## src/rtl/bayes_infer_master_if.sv

```systemverilog
// AXI-Lite bus bundle between the inference initiator and the chip_control slave.
// 32-bit address/data, single outstanding transaction per direction.
interface axi_lite_if;
    logic        aw_valid;
    logic        aw_ready;
    logic [31:0] aw_addr;
    logic [2:0]  aw_prot;
    logic        w_valid;
    logic        w_ready;
    logic [31:0] w_data;
    logic [3:0]  w_strb;
    logic        b_valid;
    logic        b_ready;
    logic [1:0]  b_resp;
    logic        ar_valid;
    logic        ar_ready;
    logic [31:0] ar_addr;
    logic [2:0]  ar_prot;
    logic        r_valid;
    logic        r_ready;
    logic [31:0] r_data;
    logic [1:0]  r_resp;

    modport master (
        output aw_valid, aw_addr, aw_prot, w_valid, w_data, w_strb, b_ready,
        output ar_valid, ar_addr, ar_prot, r_ready,
        input  aw_ready, w_ready, b_valid, b_resp, ar_ready, r_valid, r_data, r_resp
    );

    modport slave (
        input  aw_valid, aw_addr, aw_prot, w_valid, w_data, w_strb, b_ready,
        input  ar_valid, ar_addr, ar_prot, r_ready,
        output aw_ready, w_ready, b_valid, b_resp, ar_ready, r_valid, r_data, r_resp
    );
endinterface

```

## src/rtl/bayes_infer_master.sv

```systemverilog
// AXI-Lite initiator that runs one Bayesian inference on chip_control per command:
// optional stoch_log write, four observation writes, one result read, then a
// result/error report held until the consumer takes it.
module bayes_infer_master #(
    parameter logic [31:0] BASE_ADDR   = 32'h0000_0000,
    parameter int unsigned TIMEOUT_CYC = 4096,
    parameter bit          WRITE_MODE  = 1'b1
) (
    input  logic        clk,
    input  logic        rst_n,
    input  logic        cmd_valid,
    output logic        cmd_ready,
    input  logic        cmd_mode,
    input  logic [35:0] cmd_obs,
    output logic        res_valid,
    input  logic        res_ready,
    output logic [31:0] res_data,
    output logic        res_err,
    output logic [1:0]  res_code,
    output logic        busy,
    axi_lite_if.master  axi
);

    localparam int TW = $clog2(TIMEOUT_CYC + 1);
    localparam logic [TW-1:0] TIMER_LAST = TW'(TIMEOUT_CYC - 1);
    localparam logic [2:0]    FIRST_STEP = WRITE_MODE ? 3'd0 : 3'd1;
    localparam logic [2:0]    LAST_STEP  = 3'd4;

    typedef enum logic [2:0] {S_IDLE, S_WR, S_WB, S_RA, S_RR, S_DONE} state_e;
    typedef enum logic [1:0] {CODE_OK, CODE_BRESP, CODE_RRESP, CODE_TIMEOUT} code_e;

    state_e         state;
    logic [2:0]     step;
    logic [TW-1:0]  timer;
    logic           mode_q;
    logic [35:0]    obs_q;
    logic           aw_valid_q;
    logic           w_valid_q;
    logic           aw_done;
    logic           w_done;
    logic           b_ready_q;
    logic           ar_valid_q;
    logic           r_ready_q;
    logic [31:0]    aw_addr_q;
    logic [31:0]    w_data_q;

    // Register address for each write step: reg7 first, then O1..O4.
    function automatic logic [31:0] wr_addr(input logic [2:0] s);
        logic [15:0] off;
        case (s)
            3'd0:    off = 16'h201C;
            3'd1:    off = 16'h200C;
            3'd2:    off = 16'h2010;
            3'd3:    off = 16'h2014;
            default: off = 16'h2018;
        endcase
        return BASE_ADDR + {16'h0000, off};
    endfunction

    // Write payload for each step: mode bit for reg7, zero-extended 9-bit observation otherwise.
    function automatic logic [31:0] wr_data(input logic [2:0] s, input logic m, input logic [35:0] o);
        case (s)
            3'd0:    return {31'b0, m};
            3'd1:    return {23'b0, o[8:0]};
            3'd2:    return {23'b0, o[17:9]};
            3'd3:    return {23'b0, o[26:18]};
            default: return {23'b0, o[35:27]};
        endcase
    endfunction

    logic aw_hs;
    logic w_hs;
    logic aw_ok;
    logic w_ok;
    logic expired;

    assign aw_hs   = aw_valid_q && axi.aw_ready;
    assign w_hs    = w_valid_q && axi.w_ready;
    assign aw_ok   = aw_done || aw_hs;
    assign w_ok    = w_done || w_hs;
    assign expired = (timer == TIMER_LAST);

    assign axi.aw_valid = aw_valid_q;
    assign axi.aw_addr  = aw_addr_q;
    assign axi.aw_prot  = 3'b000;
    assign axi.w_valid  = w_valid_q;
    assign axi.w_data   = w_data_q;
    assign axi.w_strb   = 4'hF;
    assign axi.b_ready  = b_ready_q;
    assign axi.ar_valid = ar_valid_q;
    assign axi.ar_addr  = BASE_ADDR + 32'h0000_2000;
    assign axi.ar_prot  = 3'b000;
    assign axi.r_ready  = r_ready_q;

    // Command sequencer: one AXI phase at a time, every output registered.
    // NOTE: sequential state uses non-blocking assignments so all flops update from pre-edge values.
    always_ff @(posedge clk or negedge rst_n) begin
        // NOTE: datapath registers are reset too, so the bus and result ports are defined from reset.
        if (!rst_n) begin
            state      <= S_IDLE;
            step       <= 3'd0;
            timer      <= '0;
            mode_q     <= 1'b0;
            obs_q      <= '0;
            cmd_ready  <= 1'b1;
            busy       <= 1'b0;
            res_valid  <= 1'b0;
            res_data   <= '0;
            res_err    <= 1'b0;
            res_code   <= CODE_OK;
            aw_valid_q <= 1'b0;
            w_valid_q  <= 1'b0;
            aw_done    <= 1'b0;
            w_done     <= 1'b0;
            b_ready_q  <= 1'b0;
            ar_valid_q <= 1'b0;
            r_ready_q  <= 1'b0;
            aw_addr_q  <= '0;
            w_data_q   <= '0;
        end else begin
            case (state)
                S_IDLE: begin
                    if (cmd_valid) begin
                        mode_q     <= cmd_mode;
                        obs_q      <= cmd_obs;
                        cmd_ready  <= 1'b0;
                        busy       <= 1'b1;
                        res_err    <= 1'b0;
                        res_code   <= CODE_OK;
                        step       <= FIRST_STEP;
                        aw_addr_q  <= wr_addr(FIRST_STEP);
                        w_data_q   <= wr_data(FIRST_STEP, cmd_mode, cmd_obs);
                        aw_valid_q <= 1'b1;
                        w_valid_q  <= 1'b1;
                        aw_done    <= 1'b0;
                        w_done     <= 1'b0;
                        timer      <= '0;
                        state      <= S_WR;
                    end
                end

                S_WR: begin
                    if (aw_hs) begin
                        aw_valid_q <= 1'b0;
                        aw_done    <= 1'b1;
                    end
                    if (w_hs) begin
                        w_valid_q <= 1'b0;
                        w_done    <= 1'b1;
                    end
                    if (aw_ok && w_ok) begin
                        b_ready_q <= 1'b1;
                        timer     <= '0;
                        state     <= S_WB;
                    end else if (expired) begin
                        aw_valid_q <= 1'b0;
                        w_valid_q  <= 1'b0;
                        res_valid  <= 1'b1;
                        res_data   <= '0;
                        res_err    <= 1'b1;
                        res_code   <= CODE_TIMEOUT;
                        state      <= S_DONE;
                    end else begin
                        timer <= timer + 1'b1;
                    end
                end

                S_WB: begin
                    if (axi.b_valid) begin
                        b_ready_q <= 1'b0;
                        timer     <= '0;
                        if (axi.b_resp != 2'b00) begin
                            res_valid <= 1'b1;
                            res_data  <= '0;
                            res_err   <= 1'b1;
                            res_code  <= CODE_BRESP;
                            state     <= S_DONE;
                        end else if (step == LAST_STEP) begin
                            ar_valid_q <= 1'b1;
                            state      <= S_RA;
                        end else begin
                            step       <= step + 3'd1;
                            aw_addr_q  <= wr_addr(step + 3'd1);
                            w_data_q   <= wr_data(step + 3'd1, mode_q, obs_q);
                            aw_valid_q <= 1'b1;
                            w_valid_q  <= 1'b1;
                            aw_done    <= 1'b0;
                            w_done     <= 1'b0;
                            state      <= S_WR;
                        end
                    end else if (expired) begin
                        b_ready_q <= 1'b0;
                        res_valid <= 1'b1;
                        res_data  <= '0;
                        res_err   <= 1'b1;
                        res_code  <= CODE_TIMEOUT;
                        state     <= S_DONE;
                    end else begin
                        timer <= timer + 1'b1;
                    end
                end

                S_RA: begin
                    if (axi.ar_ready) begin
                        ar_valid_q <= 1'b0;
                        r_ready_q  <= 1'b1;
                        timer      <= '0;
                        state      <= S_RR;
                    end else if (expired) begin
                        ar_valid_q <= 1'b0;
                        res_valid  <= 1'b1;
                        res_data   <= '0;
                        res_err    <= 1'b1;
                        res_code   <= CODE_TIMEOUT;
                        state      <= S_DONE;
                    end else begin
                        timer <= timer + 1'b1;
                    end
                end

                S_RR: begin
                    if (axi.r_valid) begin
                        r_ready_q <= 1'b0;
                        res_valid <= 1'b1;
                        if (axi.r_resp != 2'b00) begin
                            res_data <= '0;
                            res_err  <= 1'b1;
                            res_code <= CODE_RRESP;
                        end else begin
                            res_data <= axi.r_data;
                        end
                        state <= S_DONE;
                    end else if (expired) begin
                        r_ready_q <= 1'b0;
                        res_valid <= 1'b1;
                        res_data  <= '0;
                        res_err   <= 1'b1;
                        res_code  <= CODE_TIMEOUT;
                        state     <= S_DONE;
                    end else begin
                        timer <= timer + 1'b1;
                    end
                end

                S_DONE: begin
                    if (res_ready) begin
                        res_valid <= 1'b0;
                        busy      <= 1'b0;
                        cmd_ready <= 1'b1;
                        state     <= S_IDLE;
                    end
                end

                default: state <= S_IDLE;
            endcase
        end
    end

endmodule

```

## src/flat_wrapper.sv

```systemverilog
// flat-port wrapper written by rule: the top's interface ports become plain ports
module bayes_infer_master_flat 
#(
    parameter logic [31:0] BASE_ADDR   = 32'h0000_0000,
    parameter int unsigned TIMEOUT_CYC = 4096,
    parameter bit          WRITE_MODE  = 1'b1
)
  (clk, rst_n, cmd_valid, cmd_ready, cmd_mode, cmd_obs, res_valid, res_ready, res_data, res_err, res_code, busy, axi_aw_valid, axi_aw_addr, axi_aw_prot, axi_w_valid, axi_w_data, axi_w_strb, axi_b_ready, axi_ar_valid, axi_ar_addr, axi_ar_prot, axi_r_ready, axi_aw_ready, axi_w_ready, axi_b_valid, axi_b_resp, axi_ar_ready, axi_r_valid, axi_r_data, axi_r_resp);
  axi_lite_if axi_i ();
  input  logic clk;
  input  logic rst_n;
  input  logic cmd_valid;
  output logic cmd_ready;
  input  logic cmd_mode;
  input  logic [35:0] cmd_obs;
  output logic res_valid;
  input  logic res_ready;
  output logic [31:0] res_data;
  output logic res_err;
  output logic [1:0] res_code;
  output logic busy;
  output wire logic [$bits(axi_i.aw_valid)-1:0] axi_aw_valid;
  output wire logic [$bits(axi_i.aw_addr)-1:0] axi_aw_addr;
  output wire logic [$bits(axi_i.aw_prot)-1:0] axi_aw_prot;
  output wire logic [$bits(axi_i.w_valid)-1:0] axi_w_valid;
  output wire logic [$bits(axi_i.w_data)-1:0] axi_w_data;
  output wire logic [$bits(axi_i.w_strb)-1:0] axi_w_strb;
  output wire logic [$bits(axi_i.b_ready)-1:0] axi_b_ready;
  output wire logic [$bits(axi_i.ar_valid)-1:0] axi_ar_valid;
  output wire logic [$bits(axi_i.ar_addr)-1:0] axi_ar_addr;
  output wire logic [$bits(axi_i.ar_prot)-1:0] axi_ar_prot;
  output wire logic [$bits(axi_i.r_ready)-1:0] axi_r_ready;
  input wire logic [$bits(axi_i.aw_ready)-1:0] axi_aw_ready;
  input wire logic [$bits(axi_i.w_ready)-1:0] axi_w_ready;
  input wire logic [$bits(axi_i.b_valid)-1:0] axi_b_valid;
  input wire logic [$bits(axi_i.b_resp)-1:0] axi_b_resp;
  input wire logic [$bits(axi_i.ar_ready)-1:0] axi_ar_ready;
  input wire logic [$bits(axi_i.r_valid)-1:0] axi_r_valid;
  input wire logic [$bits(axi_i.r_data)-1:0] axi_r_data;
  input wire logic [$bits(axi_i.r_resp)-1:0] axi_r_resp;
  assign axi_aw_valid = axi_i.aw_valid;
  assign axi_aw_addr = axi_i.aw_addr;
  assign axi_aw_prot = axi_i.aw_prot;
  assign axi_w_valid = axi_i.w_valid;
  assign axi_w_data = axi_i.w_data;
  assign axi_w_strb = axi_i.w_strb;
  assign axi_b_ready = axi_i.b_ready;
  assign axi_ar_valid = axi_i.ar_valid;
  assign axi_ar_addr = axi_i.ar_addr;
  assign axi_ar_prot = axi_i.ar_prot;
  assign axi_r_ready = axi_i.r_ready;
  assign axi_i.aw_ready = axi_aw_ready;
  assign axi_i.w_ready = axi_w_ready;
  assign axi_i.b_valid = axi_b_valid;
  assign axi_i.b_resp = axi_b_resp;
  assign axi_i.ar_ready = axi_ar_ready;
  assign axi_i.r_valid = axi_r_valid;
  assign axi_i.r_data = axi_r_data;
  assign axi_i.r_resp = axi_r_resp;
  bayes_infer_master #(.BASE_ADDR(BASE_ADDR), .TIMEOUT_CYC(TIMEOUT_CYC), .WRITE_MODE(WRITE_MODE)) u_core (.clk(clk), .rst_n(rst_n), .cmd_valid(cmd_valid), .cmd_ready(cmd_ready), .cmd_mode(cmd_mode), .cmd_obs(cmd_obs), .res_valid(res_valid), .res_ready(res_ready), .res_data(res_data), .res_err(res_err), .res_code(res_code), .busy(busy), .axi(axi_i));
endmodule
```

## config.mk

```make
export PLATFORM = sky130hd
export DESIGN_NAME = bayes_infer_master_flat
export DESIGN_NICKNAME = d
export VERILOG_FILES = /design/src/rtl/bayes_infer_master_if.sv /design/src/rtl/bayes_infer_master.sv /design/src/flat_wrapper.sv
export SDC_FILE = /design/constraint.sdc
export NUM_CORES = 1
export LEC_CHECK = 0
export BUFFER_PORTS_ARGS = -buffer_cell sky130_fd_sc_hd__buf_2
export CORE_MARGIN = 2
export CORE_UTILIZATION = 30
export DETAILED_ROUTE_END_ITERATION = 6
export GPL_ROUTABILITY_DRIVEN = 0
export SKIP_CTS_REPAIR_TIMING = 1
export SLEW_MARGIN = 20
export SYNTH_ARGS = -nofsm -noshare
export SYNTH_HDL_FRONTEND = slang
export SYNTH_SLANG_ARGS = --single-unit
```

## constraint.sdc

```tcl
create_clock -name clk -period 4.82 [get_ports clk]
set_clock_uncertainty 0.15 [all_clocks]
set_input_delay 0.482 -clock clk [delete_from_list [all_inputs] [get_ports clk]]
set_output_delay 0.482 -clock clk [all_outputs]
set_load 0.1 [all_outputs]
```

==> summary.txt <==
Pin count of the biggest net entering global routing - 84
Crit share post-route - 0.510
PortBufs - 137
Setup Total Neg Slack - 0 ns
Crit-path max FO - 33
Final Setup Violations - 0
Crit path DAT - 2.61 ns
CP max stage delay - 0.72 ns
Root Buffer - clkbuf_16
Synth Flop Type - dfrtp_1
Yosys reg bits - 114
Pwr Density - 801 nW/um^2
Sw Share - 0.514
YS warnings - 0
Die ar. - 20600 sq um
Vias per std cell - 4.53
Maxcap violations - 0
HPWL after detailed placement - 9.73 mm
Final non-filler cell total - 957
Final hold vios - 63
Synth Area in Simple Gates - 0.112
H-tree depth - 4
Violated checks - negative hold slack
Final layout net count - 768
Grt peak-use layer - met2
Worst-Skew Late Latency - 0.42 ns
Worst VDD drop - 0.000306 V
All-Layer GR Usage - 0.137
I/O pins - 231
Post-synthesis async set-or-reset flop share - 1.00
Routed Antenna Nets - 0
Site Rows - 51
Post-synthesis compound-gate area fraction - 0.153
Vias in the first global route - 4083
Clk buf depth - 2
Crit. End Element - flop
Share of layout cells above drive strength 1 - 0.316
Combinational share of power - 0.495
Syn Std Cell Area - 5840 sq um
Synth-to-layout area growth - 19.7%
Slowest CP cell - or4_1
Status - finished with violations
GR Util met1 - 0.172
Clk pwr share - 0.225
GR Util met3 - 0.0593
Critical setup path kind - reg2reg
Clock Pin Slew Worst Setup and Hold Paths - 0.06 ns
Grt ovf - 0
First-pass GRT wire length - 21.6 mm
Leak - 3.45 nW
Int Power - 0.00272 W
Drt drc - 0
Met2 usage - 0.201
Detailed Routing Iterations Pass 1 - 4
CP required - 4.97 ns
Sw Pwr - 0.00288 W
Max-slew violations - 0
Dpl cells - 925
Startpoint Class - flop
Cells after Synth - 547
Sink Count - 114
Fmax - 407 MHz
Tmin final - 2.46 ns
Synthesized area per cell - 10.7 sq um
Largest family of logic cells by synthesized area - compound AO/OA/AOI/OAI gates
Post-synthesis xor/xnor area fraction - 0.0105
Mux cell area share after synthesis - 0.0713
TritonCTS clock tree - yes
Routed len/inst - 14.4 microns
Vias post-DR - 4331
Total wire length - 13.8 mm
Synth cell types - 59
Flop pwr share - 0.280
Number of synthesized flops with an enable pin - 0
Adder-Cell Fraction of Synth Area - 0.0150
Slew @ Worst Pin - 1.04 ns
CP Cell Sequence - ha_1 -> nand3_1 -> or4_1 -> nand3_2 -> nand2_4 -> a22o_1
Initial Util - 0.303
Worst Hold Class - in2async
Die Ht - 144 microns
Initial antenna violation count - 1
Slew headroom - 0.302
Seq/Total Area, Yosys - 0.489
Ant diodes - 0
Die Width - 144 microns
Min Hold Slack - -0.0460 ns
Unrepaired setup endpoints after global routing - false
Most frequent cells in the layout - buf_2 (136), dfrtp_1 (113), conb_1 (93), nor2_1 (38), mux2_2 (37)
Most common cell after layout, fill and taps aside - buf_2
Num CTS Buffers - 17
Drt initial violations - 312
Total core area - 19300 sq um
==> worst max-delay path, delay by kind of cell, from the launching register on <==
kind / cells / cell delay (ns)
compound gates: 1 / 0.27
fa+ha+maj: 1 / 0.23
flops: 1 / 0.40
simple gates: 4 / 1.27
==> Yosys cell counts (2+ instances only) <==
cell | number | area [sq um]
dfrtp_1 | 113 | 2830
buf_4 | 93 | 698
nor2_1 | 38 | 143
mux2_2 | 37 | 417
a22o_1 | 34 | 298
nand2_1 | 32 | 120
o21ai_0 | 27 | 135
a21oi_1 | 19 | 95.1
clkbuf_1 | 13 | 48.8
nor3_1 | 13 | 65.1
nand3_1 | 11 | 55.1
a31oi_1 | 9 | 56.3
a222oi_1 | 8 | 80.1
inv_1 | 8 | 30.0
ha_1 | 7 | 87.6
a21o_1 | 6 | 45.0
nand2b_1 | 6 | 37.5
xnor2_1 | 6 | 52.6
buf_2 | 5 | 25.0
buf_6 | 5 | 56.3
nor2b_1 | 4 | 25.0
o21ai_1 | 4 | 20.0
a311oi_1 | 2 | 17.5
a32o_1 | 2 | 20.0
and3_1 | 2 | 12.5
and4_1 | 2 | 17.5
buf_1 | 2 | 7.51
conb_1 | 2 | 7.51
nand4_1 | 2 | 12.5
nor3b_1 | 2 | 15.0
nor3b_2 | 2 | 25.0
o211ai_1 | 2 | 15.0
o31ai_1 | 2 | 15.0
or4_1 | 2 | 15.0
==> per-stage QoR <==
| stage | instance area [sq um] | worst slack (ns) | hold WS (ns) | utilization | power [W] |
|---|---|---|---|---|---|
| 2_1_floorplan | 6180 | 2.53 | 0.0364 | - | 0.00395 |
| 3_3_place_gp | 6400 | 2.37 | 0.296 | 0.332 | 0.00434 |
| 3_5_place_dp | 6400 | 2.36 | 0.302 | 0.332 | 0.00436 |
| 6_report | 7000 | 2.36 | -0.0460 | 0.363 | 0.00560 |
| 4_1_cts | 6990 | 2.35 | 0.116 | 0.363 | 0.00566 |
| 5_1_grt | 7000 | 2.12 | 0.0122 | 0.363 | 0.00589 |
==> routing by layer <==
metal / vias up / wire (microns)
met3: 23 / 1390
met4: 2 / 350
li1: 2038 / -
met1: 2082 / 5820
met5: - / 13
met2: 186 / 6180
==> flip-flops by register name (all words and copies together), names as in the netlist <==
register             flops
u_core.res_err           1
u_core.axi.aw_valid      1
u_core.step              3
u_core.mode_q            1
u_core.aw_done           1
u_core.cmd_ready         1
u_core.axi.w_valid       1
u_core.res_valid         1
u_core.res_code          2
u_core.axi.b_ready       1
u_core.state             3
u_core.axi.w_data        9
u_core.timer            13
u_core.w_done            1
u_core.axi.ar_valid      1
u_core.res_data         32
u_core.axi.r_ready       1
u_core.busy              1
u_core.axi.aw_addr       4
u_core.obs_q            36
==> cell families (layout without fill, tap and decap cells) <==
logic type,Yosys count,count (layout)
flops,114,114
simple gates,128,128
xor+xnor,7,7
other cells,2,93
fa+ha+maj,7,7
compound gates,126,126
mux,37,37
buf+inv,126,180
==> final timing paths <==
| path | to | cells past startpoint | from | slack [ns] |
|---|---|---|---|---|
| setup / recovery | u_core.res_data[8]$_DFFE_PN0P_ | 6 | u_core.timer[0]$_DFFE_PN0P_ | 2.36 |
| hold / removal | u_core.obs_q[15]$_DFFE_PN0P_ | 1 | rst_n | -0.05 |
| setup reg to reg | u_core.res_data[8]$_DFFE_PN0P_ | 6 | u_core.timer[0]$_DFFE_PN0P_ | 2.36 |
| hold reg to reg | u_core.axi.aw_addr[13]$_DFFE_PN0P_ | 1 | u_core.axi.aw_addr[13]$_DFFE_PN0P_ | 0.31 |
| max in group asynchronous | u_core.res_data[26]$_DFFE_PN0P_ | 2 | rst_n | 3.62 |
| min in group clk | u_core.res_data[11]$_DFFE_PN0P_ | 2 | axi_r_data[11] | 0.14 |
==> power groups by stage <==
stage                     clock [W]  combinational, W  sequential (W)
final                       0.00126           0.00277         0.00157
after global routing        0.00134           0.00293         0.00162
after CTS                   0.00130           0.00279         0.00157
after detailed placement          0           0.00278         0.00158
after global placement            0           0.00277         0.00157
after floorplan                   0           0.00115         0.00280
==> area by class of cell <==
| type | instances | area [sq um] |
|---|---|---|
| Sequential cell | 114 | 2850 |
| Clock buffer | 23 | 488 |
| Fill cell | 1966 | 12300 |
| Clock inverter | 9 | 104 |
| Tap cell | 265 | 332 |
| Inverter | 8 | 30.0 |
| Multi-Input combinational cell | 398 | 2470 |
| Timing Repair Buffer | 140 | 714 |
Note: power is estimated with default switching activity, not from simulation.
